File: src/rtl/pill_miss_recorder.sv
`default_nettype none
// ============================================================================
// Module      : pill_miss_recorder
// Description : N-channel due-window tracker. Records takes and misses per
//               channel, keeps saturating miss counts and a consecutive-miss
//               alarm, and acknowledges takes back to the next-pill monitor.
// Revision    : 1.0 - initial release
// ============================================================================
module pill_miss_recorder #(
    parameter int N_PILLS      = 3,
    parameter int DUR_W        = 4,
    parameter int MISS_W       = 4,
    parameter int TOT_W        = 8,
    parameter int GRACE_TICKS  = 0,
    parameter int ALARM_THRESH = 3
) (
    input  logic                       clk,
    input  logic                       reset,
    input  logic                       clearCounts,
    input  logic                       running,
    input  logic                       tick,
    input  logic                       takePill,
    input  logic [N_PILLS*DUR_W-1:0]   pillDuration,
    output logic [N_PILLS-1:0]         dueLed,
    output logic [N_PILLS-1:0]         ackTaken,
    output logic [N_PILLS*MISS_W-1:0]  missCounts,
    output logic [TOT_W-1:0]           totalMisses,
    output logic [N_PILLS-1:0]         missAlarm
);

    localparam int GW = (GRACE_TICKS > 0) ? $clog2(GRACE_TICKS + 1) : 1;
    localparam int CW = $clog2(ALARM_THRESH + 1);
    localparam int PW = $clog2(N_PILLS + 1);
    localparam int SW = TOT_W + PW;

    localparam logic [GW-1:0]     C_GRACE_LAST = GW'((GRACE_TICKS > 0) ? GRACE_TICKS - 1 : 0);
    localparam logic [CW-1:0]     C_THRESH     = CW'(ALARM_THRESH);
    localparam logic [MISS_W-1:0] C_MISS_MAX   = {MISS_W{1'b1}};
    localparam logic [TOT_W-1:0]  C_TOT_MAX    = {TOT_W{1'b1}};
    localparam logic              C_GRACE_EN   = (GRACE_TICKS != 0);

    localparam logic [1:0] S_WAIT   = 2'd0;
    localparam logic [1:0] S_DUE    = 2'd1;
    localparam logic [1:0] S_TAKEN  = 2'd2;
    localparam logic [1:0] S_MISSED = 2'd3;

    logic [N_PILLS-1:0] w_miss_vec;

    generate
        for (genvar i = 0; i < N_PILLS; i++) begin : g_ch
            logic [1:0]        r_state;
            logic [1:0]        w_next;
            logic [GW-1:0]     r_grace;
            logic [MISS_W-1:0] r_miss;
            logic [CW-1:0]     r_consec;
            logic [CW-1:0]     w_consec_inc;
            logic              r_due;
            logic              r_ack;
            logic              r_alarm;
            logic              w_dur_zero;
            logic              w_grace_exp;
            logic              w_take;
            logic              w_miss;

            assign w_dur_zero   = (pillDuration[i*DUR_W +: DUR_W] == '0);
            assign w_grace_exp  = C_GRACE_EN && tick && running && (r_grace == C_GRACE_LAST);
            assign w_consec_inc = r_consec + CW'(1);

            // Take outranks both reload and grace expiry inside the window.
            always_comb begin
                w_next = r_state;
                w_take = 1'b0;
                w_miss = 1'b0;
                case (r_state)
                    S_WAIT: begin
                        if (w_dur_zero && running) w_next = S_DUE;
                    end
                    S_DUE: begin
                        if (takePill) begin
                            w_next = S_TAKEN;
                            w_take = 1'b1;
                        end else if (!w_dur_zero || w_grace_exp) begin
                            w_next = S_MISSED;
                            w_miss = 1'b1;
                        end
                    end
                    S_TAKEN: begin
                        if (!w_dur_zero) w_next = S_WAIT;
                    end
                    S_MISSED: begin
                        if (!w_dur_zero) w_next = S_WAIT;
                    end
                    default: w_next = S_WAIT;
                endcase
            end

            always_ff @(posedge clk) begin
                if (reset || clearCounts) begin
                    r_state  <= S_WAIT;
                    r_grace  <= '0;
                    r_miss   <= '0;
                    r_consec <= '0;
                    r_due    <= 1'b0;
                    r_ack    <= 1'b0;
                    r_alarm  <= 1'b0;
                end else begin
                    r_state <= w_next;
                    r_due   <= (w_next == S_DUE);
                    r_ack   <= (w_next == S_TAKEN);
                    if (r_state == S_WAIT) begin
                        r_grace <= '0;
                    end else if (r_state == S_DUE && tick && running) begin
                        r_grace <= r_grace + GW'(1);
                    end
                    if (w_take) begin
                        r_consec <= '0;
                        r_alarm  <= 1'b0;
                    end else if (w_miss) begin
                        if (r_miss != C_MISS_MAX) r_miss <= r_miss + MISS_W'(1);
                        if (r_consec != C_THRESH) r_consec <= w_consec_inc;
                        if (r_consec == C_THRESH || w_consec_inc == C_THRESH) r_alarm <= 1'b1;
                    end
                end
            end

            assign dueLed[i]                       = r_due;
            assign ackTaken[i]                     = r_ack;
            assign missAlarm[i]                    = r_alarm;
            assign missCounts[i*MISS_W +: MISS_W]  = r_miss;
            assign w_miss_vec[i]                   = w_miss;
        end
    endgenerate

    logic [PW-1:0]    w_pop;
    logic [SW-1:0]    w_sum;
    logic [TOT_W-1:0] r_total;

    always_comb begin
        w_pop = '0;
        for (int k = 0; k < N_PILLS; k++) begin
            w_pop = w_pop + PW'(w_miss_vec[k]);
        end
        w_sum = SW'(r_total) + SW'(w_pop);
    end

    // Aggregate saturates independently of the per-channel counters.
    always_ff @(posedge clk) begin
        if (reset || clearCounts) begin
            r_total <= '0;
        end else if (w_sum > SW'(C_TOT_MAX)) begin
            r_total <= C_TOT_MAX;
        end else begin
            r_total <= w_sum[TOT_W-1:0];
        end
    end

    assign totalMisses = r_total;

endmodule
`default_nettype wire

File: config.mk
export PLATFORM = sky130hd
export DESIGN_NAME = pill_miss_recorder
export DESIGN_NICKNAME = d
export VERILOG_FILES = /design/src/rtl/pill_miss_recorder.sv
export SDC_FILE = /design/constraint.sdc
export NUM_CORES = 1
export LEC_CHECK = 0
export CORE_MARGIN = 3
export CORE_UTILIZATION = 54
export CTS_CLUSTER_DIAMETER = 120
export CTS_CLUSTER_SIZE = 16
export DETAILED_ROUTE_END_ITERATION = 6
export PLACE_DENSITY = 0.84
export SLEW_MARGIN = 20
export SYNTH_ARGS = -nofsm -noshare
export SYNTH_HDL_FRONTEND = slang
export SYNTH_SLANG_ARGS = --single-unit
export TNS_END_PERCENT = 30
File: constraint.sdc
create_clock -name clk -period 10.08 [get_ports clk]
set_clock_uncertainty 0.1 [all_clocks]
set_input_delay 3.024 -clock clk [delete_from_list [all_inputs] [get_ports clk]]
set_output_delay 3.024 -clock clk [all_outputs]
set_load 0.1 [all_outputs]
==> results of run 1 <==
-- stage by stage --
step                setup slack [ns]  std cells  hold WS, ns
detailed placement             3.383        316       0.3368
global route                   3.443        324       0.3666
finish                         3.657        324       0.3432
CTS                            3.697        324       0.3486
global placement               3.479        316       0.3337
floorplan                      4.390        245       0.3229
-- area by class of cell --
| type | count | share of cell area (%) |
|---|---|---|
| clock buffers | 5 | 2.594 |
| clock inverters | 3 | 0.6604 |
| inverters | 18 | 2.547 |
| multi-input cells | 163 | 43.73 |
| flip-flops and latches | 41 | 30.94 |
| well taps | 48 | 2.264 |
| repair buffers | 46 | 17.26 |
-- state kept, by name, summed over array words and instances, names as in the netlist --
signal,flops
g_ch.r_due,3
g_ch.r_state,6
g_ch.r_miss,12
totalMisses,8
g_ch.r_alarm,3
g_ch.r_ack,3
g_ch.r_consec,6
-- cell families after synthesis --
family,synth area share [%]
flops,37.77
xor+xnor,0.4031
buf+inv,8.866
fa+ha+maj,8.175
mux,3.224
simple gates,22.91
compound gates,18.65
-- per-layer routing --
layer	GRT usage (%)	routed length, µm	up-vias	share of wire (%)
met5	0	0	-	0
met3	6.087	253	6	5.7
met2	29.77	2109	50	47
met1	23.67	2035	886	46
met4	6.941	53	0	1.2
li1	-	-	961	-
-- worst paths after layout --
check                    end  slack (ns)          startpoint
max           totalMisses[1]        3.66            takePill
min          g_ch[2].r_alarm        0.34     g_ch[2].r_alarm
max reg2reg   totalMisses[1]        6.72  g_ch[2].r_state[0]
min reg2reg  g_ch[2].r_alarm        0.34     g_ch[2].r_alarm
-- layout by cell type (no fill, tap or decap), types with 2 or more instances in the layout --
master           count
o21ai_0             11
or3_1                3
nor3_1               6
dfxtp_1             41
nor3b_1              5
inv_1               18
nand3b_1             7
nand2_1             15
clkbuf_8             5
clkdlybuf4s50_1     45
o31ai_1              6
ha_1                11
or4_1                5
a2111oi_0            2
a21oi_1             16
nor2b_1              2
or3b_1               2
a31oi_1             12
a211oi_1             7
mux2i_1              7
a311oi_1             2
fa_1                 2
o211ai_1             3
nand3_1             11
and3_1               5
nor4_2               3
clkinv_2             2
nor4b_1              4
nor2_1               2
-- worst min-delay path, delay by kind of cell (launching register included) --
kind            cells  cell delay [ns]
buf+inv             1             0.04
compound gates      1             0.05
flops               1             0.31
-- power by group through the flow --
stage	sequential, W	combinational (W)	clock, W
after floorplan	0.000166	0.00000800	0
after global placement	0.000166	0.0000174	0
after detailed placement	0.000166	0.0000177	0
after CTS	0.000162	0.0000177	0.000108
after global routing	0.000162	0.0000194	0.000114
final	0.000162	0.0000177	0.000106
==> summary.md, run 1 <==
| Metric | Value |
|---|---|
| Setup Crit Path Kind | `in -> reg` |
| Clock sink count | `41` |
| Die ar. | `~0.0048 mm²` |
| Die W | `a little under 70 µm` |
| Multi-input gate area | `0.001160 mm²` |
| Most used flip-flop cell after synthesis | `dfxtp_1` |
| Initial antenna violation count | `0` |
| Gr usage total | `between 10% and 20%` |
| Final instance area | `roughly 0.0027 mm²` |
| Routed WL per cell | `between 10 and 15 µm` |
| Critical path launch point type | `primary input` |
| Period utilization | `63.72%` |
| Netlist Area Pre-Place | `roughly 0.0022 mm²` |
| Async SR Flop Fraction | `0%` |
| Vias in the first global route | `around 1700` |
| Fin. Hold Viols | `0` |
| # Post-CTS Setup Buffers | `0` |
| Area share of the largest cell type after synthesis | `a little under two fifths` |
| Final Net Count | `~310` |
| Post-layout util | `70.34%` |
| CP max stage delay | `between 0.6 and 0.7 ns` |
| Filler instances | `slightly below 300` |
| Diode count | `0` |
| First-pass GRT wire length | `7521 µm` |
| Min-Delay Path Class | `reg -> reg` |
| Yosys warns | `0` |
| Max-slew headroom | `between 30% and 40%` |
| Synth top cells by count | `41 x dfxtp_1, 18 x inv_1, 16 x a21oi_1, 15 x nand2_1, 12 x a31oi_1` |
| P_leak | `between 0.8 and 0.9 nW` |
| Netlist cell types | `43` |
| Stages on worst setup path | `11` |
| Final ANT Viol Nets | `0` |
| Comb power frac | `under 10%` |
| Max FO, Critical Path | `16` |
| Max cap viols | `0` |
| CP delay by family, top | `simple AND/OR/NAND/NOR gates` |
| WP data required | `roughly 10 ns` |
| P_sw | `0.00006826 W` |
| Post-CTS resize count | `0` |
| Int Pwr | `0.0002179 W` |
| P per Cell Area | `between 100 and 150 mW/mm²` |
| Root Buffer Master | `clkbuf_8` |
| Flop pwr share | `between 50 and 60%` |
| Pre-Repair DR Iteration Count | `4` |
| Clock group share of total power | `37.1%` |
| RePlAce Congestion | `~0.78` |
| Area leader, netlist | `dfxtp_1` |
| Dpl hpwl | `around 3200 µm` |
| Most common cell in the netlist | `dfxtp_1` |
| Flop and latch count out of synthesis | `41` |
| Register Area | `between 800 and 900 µm²` |
| F_max | `155.7 MHz` |
| Area Growth Syn to Fin | `22.05%` |
| Synth area leaders | `dfxtp_1 38%, ha_1 6.3%, a21oi_1 3.7%, a31oi_1 3.5%, mux2i_1 3.2%` |
| DR iter-0 viols | `116` |
| Pins Over Slew Limit | `0` |
| Crit-path slowest cell | `clkdlybuf4s50_1` |
| Setup TNS | `0 ns` |
| Syn_area_per_cell | `just under 9 µm²` |
| Initial Utilization | `57.63%` |
| Die span in y | `69.44 µm` |
| Grt total ovfl | `0` |
| Maximum vdd drop | `just over 0.08 mV` |
| Vias/cell | `5.873` |
| Layout cells sized above 1 | `roughly 5.8%` |
| Arrival time worst endpoint | `6.55 ns` |
| CP endpoint kind | `register` |
| Port bufs | `45` |
| Worst R2R Path Depth | `10` |
| Synth Instances | `around 250` |
| Number of remaining DRC errors | `0` |
| Status | `completed` |
| Synthesized Nets | `around 280` |
| Core Region | `about 0.0038 mm²` |
| Slew @ Worst Pin | `just under 1 ns` |
| Final wirelength | `4451 µm` |
| Switch share | `23.85%` |
| Design Power | `0.0002862 W` |
| Crit-path cells | `clkdlybuf4s50_1 > nor3b_1 > nand2_1 > fa_1 > inv_1 > ha_1 > inv_1 > fa_1 > and4b_1 > nand4_1 > a21oi_1` |
| CTS tree | `yes` |
| Worst-Skew Late Latency | `about 0.3 ns` |
| # setup viols final | `0` |
| WHS Path Cells | `2` |
| Reg clk slew, reported paths | `roughly 0.080 ns` |
| Seq/Total Area, Yosys | `37.77%` |
| H-tree depth | `2` |
| CTS Hold Bufs | `0` |
| Num CTS Buffers | `5` |
| Core Rows | `22` |
| Post-DP Area | `~0.0026 mm²` |
| Tmin final | `6.423 ns` |
| Via count | `1903` |
| Largest net degree at the start of global routing | `26` |
| Buf+Inv Stages, Crit Path | `3` |
| Post-synth EDFFs | `0` |
| Max clock buf depth | `2` |
| Unrepaired setup endpoints after global routing | `false` |
| Top-level I/O count | `47` |
Note: power is estimated with default switching activity, not from simulation.
==> inputs of run 2 (changes only) <==
--- a/config.mk
+++ b/config.mk
@@ -6,11 +6,11 @@
 export NUM_CORES = 1
 export LEC_CHECK = 0
 export CORE_MARGIN = 3
-export CORE_UTILIZATION = 54
+export CORE_UTILIZATION = 50
 export CTS_CLUSTER_DIAMETER = 120
 export CTS_CLUSTER_SIZE = 16
 export DETAILED_ROUTE_END_ITERATION = 6
-export PLACE_DENSITY = 0.84
+export PLACE_DENSITY = 0.79
 export SLEW_MARGIN = 20
 export SYNTH_ARGS = -nofsm -noshare
 export SYNTH_HDL_FRONTEND = slang
==> constraint.sdc (replaced) <==
create_clock -name clk -period 5.95 [get_ports clk]
set_clock_uncertainty 0.1 [all_clocks]
set_input_delay 1.785 -clock clk [delete_from_list [all_inputs] [get_ports clk]]
set_output_delay 1.785 -clock clk [all_outputs]
set_load 0.1 [all_outputs]
==> run 2 against run 1 <==
  * Critical path depth stayed put
  * Non-clock buffer count is 3 higher
  * First-iteration DRC count is 22% lower
  * Worst hold slack better by 0.0098 ns
  * Die area up 7.3%
  * Global-route usage rose by 0.25 points
  * Clock power is 63% higher
  * Final cell count is 1.5% higher
  * Highest routed layer unchanged
==> summary.md, run 2 (synthesized netlist as in run 1, its figures left out) <==
| Metric | Value |
|---|---|
| Status | `completed` |
| Max FO, Critical Path | `7` |
| P per Cell Area | `around 180 mW/mm²` |
| Diode count | `0` |
| Core Rows | `23` |
| Die ar. | `around 0.0052 mm²` |
| Vias/cell | `slightly below 6` |
| Arrival time worst endpoint | `~5 ns` |
| CP max stage delay | `roughly 0.68 ns` |
| Number of remaining DRC errors | `0` |
| # setup viols final | `0` |
| Most flops, register | `g_ch.r_miss` |
| Port bufs | `45` |
| Crit-path cells | `clkdlybuf4s50_1 > or4_1 > nand2_1 > fa_1 > inv_1 > ha_1 > inv_1 > fa_1 > and4b_1 > nand4_1 > a21oi_1` |
| Setup Crit Path Kind | `in -> reg` |
| H-tree depth | `2` |
| Routed WL per cell | `about 14 µm` |
| Max clock buf depth | `2` |
| Dpl hpwl | `around 3200 µm` |
| # Post-CTS Setup Buffers | `0` |
| Setup TNS | `0 ns` |
| Fin. Hold Viols | `0` |
| Final worst setup slack | `~1.1 ns` |
| Commonest non-fill, non-tap cell in the layout | `clkdlybuf4s50_1` |
| P_leak | `0.8851 nW` |
| Critical path launch point type | `primary input` |
| Buf+Inv Stages, Crit Path | `3` |
| Crit-path slowest cell | `or4_1` |
| Core Region | `just over 0.004 mm²` |
| Most frequent cells in the layout | `45 x clkdlybuf4s50_1, 41 x dfxtp_1, 18 x inv_1, 16 x a21oi_1, 15 x nand2_1` |
| Setup slack at placement | `between 0.7 and 0.8 ns` |
| Max FFs per register | `12` |
| Worst hold slack | `0.3530 ns` |
| Stages on worst setup path | `11` |
| Via count | `1906` |
| Max cap viols | `0` |
| Grt total ovfl | `0` |
| Vias in the first global route | `1786` |
| Root Buffer Master | `clkbuf_8` |
| Num CTS Buffers | `5` |
| Unrepaired setup endpoints after global routing | `false` |
| Final Net Count | `approximately 310` |
| RePlAce Congestion | `0.7426` |
| CTS tree | `yes` |
| Initial antenna violation count | `0` |
| Initial Utilization | `between 50 and 60%` |
| CP delay by family, top | `simple AND/OR/NAND/NOR gates` |
| Pre-Repair DR Iteration Count | `4` |
| Slew @ Worst Pin | `about 1 ns` |
| WHS Path Cells | `2` |
| Period utilization | `slightly above 80%` |
| CTS Hold Bufs | `0` |
| Layout cells sized above 1 | `roughly 5.7%` |
| Clock sink count | `just over 40` |
| Worst R2R Path Depth | `11` |
| F_max | `just over 200 MHz` |
| Final wirelength | `4461 µm` |
| Die W | `between 70 and 80 µm` |
| Post-layout util | `between 60% and 70%` |
| Pins Over Slew Limit | `0` |
| Gr usage total | `19.00%` |
| First-pass GRT wire length | `7852 µm` |
| Reg clk slew, reported paths | `0.07 ns` |
| Max-slew headroom | `between 30% and 40%` |
| WP data required | `just over 6 ns` |
| Largest net degree at the start of global routing | `26` |
| Tmin final | `slightly below 5 ns` |
| Post-CTS resize count | `0` |
| CP endpoint kind | `register` |
| Die span in y | `71.93 µm` |
| Worst-Skew Late Latency | `~0.29 ns` |
| Final ANT Viol Nets | `0` |
| Area Growth Syn to Fin | `22.91%` |
| Top-level I/O count | `47` |
| Maximum vdd drop | `0.1187 mV` |
| Min-Delay Path Class | `reg -> reg` |
| DR iter-0 viols | `91` |
==> run 2: cell types whose count changed in the layout (fill, tap and decap cells not counted) <==
cell	before	now
buf_4	1	4
clkbuf_1	0	3
clkinv_2	2	0
clkinvlp_4	1	0
==> run 2: path summary, 6_finish.rpt <==
kind	start	to	slack, ns
setup / recovery	pillDuration[9]	totalMisses[0]	1.09
hold / removal	g_ch[1].r_alarm	g_ch[1].r_alarm	0.35
setup reg to reg	g_ch[2].r_state[0]	totalMisses[0]	2.92
hold reg to reg	g_ch[1].r_alarm	g_ch[1].r_alarm	0.35
==> run 2: where the power goes <==
group / internal, W / leakage (nW) / switching (W) / total [W]
logic: 0.0000142 / 0.515 / 0.0000164 / 0.0000306
registers: 0.000275 / 0.330 / 0.000000522 / 0.000275
clock network: 0.0000834 / 0.0395 / 0.0000900 / 0.000173
==> run 2: cell type report <==
type	count	area [µm²]
Inverter	18	67.56
Timing Repair Buffer	49	480.5
Tap cell	50	62.56
Sequential cell	41	820.8
Clock buffer	8	80.08
Fill cell	360	1415
Multi-Input combinational cell	163	1160
==> run 2: tightest hold or removal path: stages (launching register included) <==
cell     delay, ns
dfxtp_1       0.31
inv_1         0.05
a21oi_1       0.05
==> run 2: stage by stage <==
step	area [µm²]	total power, W	std cells
after floorplan	2173	0.0002954	245
after global placement	2591	0.0003117	321
after detailed placement	2591	0.0003122	321
after CTS	2671	0.0004860	329
after global routing	2671	0.0005003	329
final	2671	0.0004791	329
==> run 2: routing by layer <==
layer,vias to the layer above,GRT usage (%),part of all wire (%)
met1,886,24.32,47
met5,-,0,0
li1,963,-,-
met2,51,30.71,46
met4,0,5.637,1.5
met3,6,6.094,5.6
==> inputs of run 3 (changes only) <==
==> constraint.sdc (replaced) <==
create_clock -name clk -period 4.5 [get_ports clk]
set_clock_uncertainty 0.1 [all_clocks]
set_input_delay 1.35 -clock clk [delete_from_list [all_inputs] [get_ports clk]]
set_output_delay 1.35 -clock clk [all_outputs]
set_load 0.1 [all_outputs]
==> run 3 against run 2 <==
  * Register-to-register slack got worse by 1.3 ns
  * Clock power grew 77%
  * Cell area increased by 3.0%
  * Setup slack got worse by 0.76 ns
  * Worst hold slack worse by 0.0094 ns
  * Sequential power up 32%
  * Power rose by 49%
==> summary.md, run 3 (synthesized netlist as in run 1, its figures left out) <==
| Metric | Value |
|---|---|
| DR iter-0 viols | `109` |
| Tmin final | `around 4.2 ns` |
| Gr usage total | `between 10% and 20%` |
| # setup viols final | `0` |
| Critical Path End | `totalMisses[0]` |
| Max clock buf depth | `2` |
| Post-CTS resize count | `0` |
| Setup slack at placement | `0.01838 ns` |
| Final worst setup slack | `~0.33 ns` |
| Maximum vdd drop | `0.1946 mV` |
| Via count | `about 1900` |
| Diode count | `0` |
| Die ar. | `0.005174 mm²` |
| Pins Over Slew Limit | `0` |
| Worst r2r dst | `totalMisses[0]` |
| Status | `completed` |
| Dpl hpwl | `about 3300 µm` |
| P_sw | `around 0.00015 W` |
| # Post-CTS Setup Buffers | `0` |
| Critical path launch point type | `primary input` |
| Design Power | `between 0.0007 and 0.0008 W` |
| Setup slack on the worst flop-to-flop path | `between 1.5 and 2 ns` |
| Setup TNS | `0 ns` |
| Reg clk slew, reported paths | `roughly 0.080 ns` |
| Max FO, Critical Path | `5` |
| Max cap viols | `0` |
| Root Buffer Master | `clkbuf_8` |
| Die span in y | `a little over 70 µm` |
| Clock sink count | `between 40 and 50` |
| CTS tree | `yes` |
| Initial Utilization | `between 50% and 60%` |
| Max-slew headroom | `between 30 and 40%` |
| Flop pwr share | `between 50% and 60%` |
| CTS Hold Bufs | `0` |
| Fin. Hold Viols | `0` |
| Core Rows | `23` |
| Top-level I/O count | `47` |
| Area Growth Syn to Fin | `26.66%` |
| Post-DP Area | `between 0.002 and 0.003 mm²` |
| CP startpoint | `pillDuration[8]` |
| Final instance area | `about 0.0028 mm²` |
| Num CTS Buffers | `5` |
| Largest net degree at the start of global routing | `26` |
| Core Region | `~0.0041 mm²` |
| Switch share | `between 20 and 25%` |
| Worst R2R Path Depth | `10` |
| Int Pwr | `0.0005640 W` |
| Final ANT Viol Nets | `0` |
| Buf+Inv Stages, Crit Path | `3` |
| Vias/cell | `~5.7` |
| Most flops, register | `g_ch.r_miss` |
| Setup Crit Path Kind | `in -> reg` |
| Filler instances | `~340` |
| Commonest non-fill, non-tap cell in the layout | `clkdlybuf4s50_1` |
| P per Cell Area | `about 260 mW/mm²` |
| Final wirelength | `about 4500 µm` |
| Most frequent cells in the layout | `45 x clkdlybuf4s50_1, 41 x dfxtp_1, 18 x inv_1, 16 x a21oi_1, 15 x nand2_1` |
| CP max stage delay | `between 0.5 and 0.6 ns` |
| Multi-input gate area | `approximately 0.0012 mm²` |
| Number of remaining DRC errors | `0` |
| Stages on worst setup path | `11` |
| Worst-Skew Late Latency | `between 0.2 and 0.3 ns` |
| Reg2reg start | `g_ch[2].r_state[0]` |
| CP delay by family, top | `simple AND/OR/NAND/NOR gates` |
| Layout cells sized above 1 | `8.421%` |
| Vias in the first global route | `1772` |
| Arrival time worst endpoint | `around 4.3 ns` |
| Crit-path slowest cell | `or4_1` |
| Grt total ovfl | `0` |
| CP endpoint kind | `register` |
| Comb power frac | `under 10%` |
| Period utilization | `about 90%` |
| RePlAce Congestion | `between 0.8 and 0.9` |
| Unrepaired setup endpoints after global routing | `false` |
| Register Area | `a little over 800 µm²` |
| P_leak | `just over 0.9 nW` |
| Clock group share of total power | `a little over two fifths` |
| Final Net Count | `around 320` |
| Max FFs per register | `12` |
| Port bufs | `45` |
| Post-layout util | `about two thirds` |
| H-tree depth | `2` |
| WP data required | `4.62 ns` |
| F_max | `between 200 and 250 MHz` |
| First-pass GRT wire length | `around 7800 µm` |
| Crit-path cells | `clkdlybuf4s50_1 > or4_1 > nand2_1 > fa_1 > inv_1 > ha_1 > inv_1 > fa_1 > and4b_1 > nand4_1 > a21oi_1` |
| Routed WL per cell | `13.48 µm` |
| Die W | `71.93 µm` |
| Pre-Repair DR Iteration Count | `4` |
| Slew @ Worst Pin | `0.9780 ns` |
| Min-Delay Path Class | `reg -> reg` |
| Initial antenna violation count | `0` |
[run 3: cell types whose count changed in the layout (fill, tap and decap cells not counted)]
cell,before,now
bufinv_16,0,1
buf_4,4,10
clkbuf_8,5,6
clkbuf_1,3,1
[run 3: how the worst min path moves through the flow]
stage | startpoint | to | slack (ns) | cells after the start
4_1_cts | g_ch[1].r_alarm | g_ch[1].r_alarm | 0.35 | 2
6_report | g_ch[1].r_alarm | g_ch[1].r_alarm | 0.34 | 2
5_1_grt | g_ch[2].r_alarm | g_ch[2].r_alarm | 0.38 | 2
2_1_floorplan | g_ch[2].r_alarm | g_ch[2].r_alarm | 0.32 | 2
3_5_place_dp | g_ch[1].r_alarm | g_ch[1].r_alarm | 0.34 | 2
3_3_place_gp | g_ch[0].r_alarm | g_ch[0].r_alarm | 0.33 | 2
[run 3: worst min-delay path, cell delays in order, from the launching register on]
cell     delay [ns]
dfxtp_1        0.31
inv_1          0.05
a21oi_1        0.05
[run 3: routing by layer]
layer  GRT usage (%)  share of wire, %  vias up
met4           6.681               1.5        0
met1           23.96                48      873
met2           30.41                46       53
met3           4.709               5.1        5
met5               0                 0        -
li1                -                 -      980
[run 3: stage by stage]
stage               hold slack, ns  std cells
floorplan                   0.3229        245
global placement            0.3337        327
detailed placement          0.3354        327
CTS                         0.3467        335
global route                0.3793        335
finish                      0.3436        335
[run 3: area by class of cell]
| class | count | area share [%] |
|---|---|---|
| clock buffer | 7 | 3.136 |
| clock inverter | 1 | 1.091 |
| inverter | 18 | 2.455 |
| multi-input combinational | 163 | 42.14 |
| sequential | 41 | 29.82 |
| tap | 50 | 2.273 |
| timing repair buffer | 55 | 19.09 |
[run 3: power by group through the flow]
| stage | logic [W] | registers (W) | clock network, W |
|---|---|---|---|
| floorplan | 0.0000179 | 0.000373 | 0 |
| global placement | 0.0000416 | 0.000372 | 0 |
| detailed placement | 0.0000423 | 0.000372 | 0 |
| CTS | 0.0000426 | 0.000364 | 0.000316 |
| global route | 0.0000458 | 0.000364 | 0.000328 |
| finish | 0.0000424 | 0.000364 | 0.000306 |
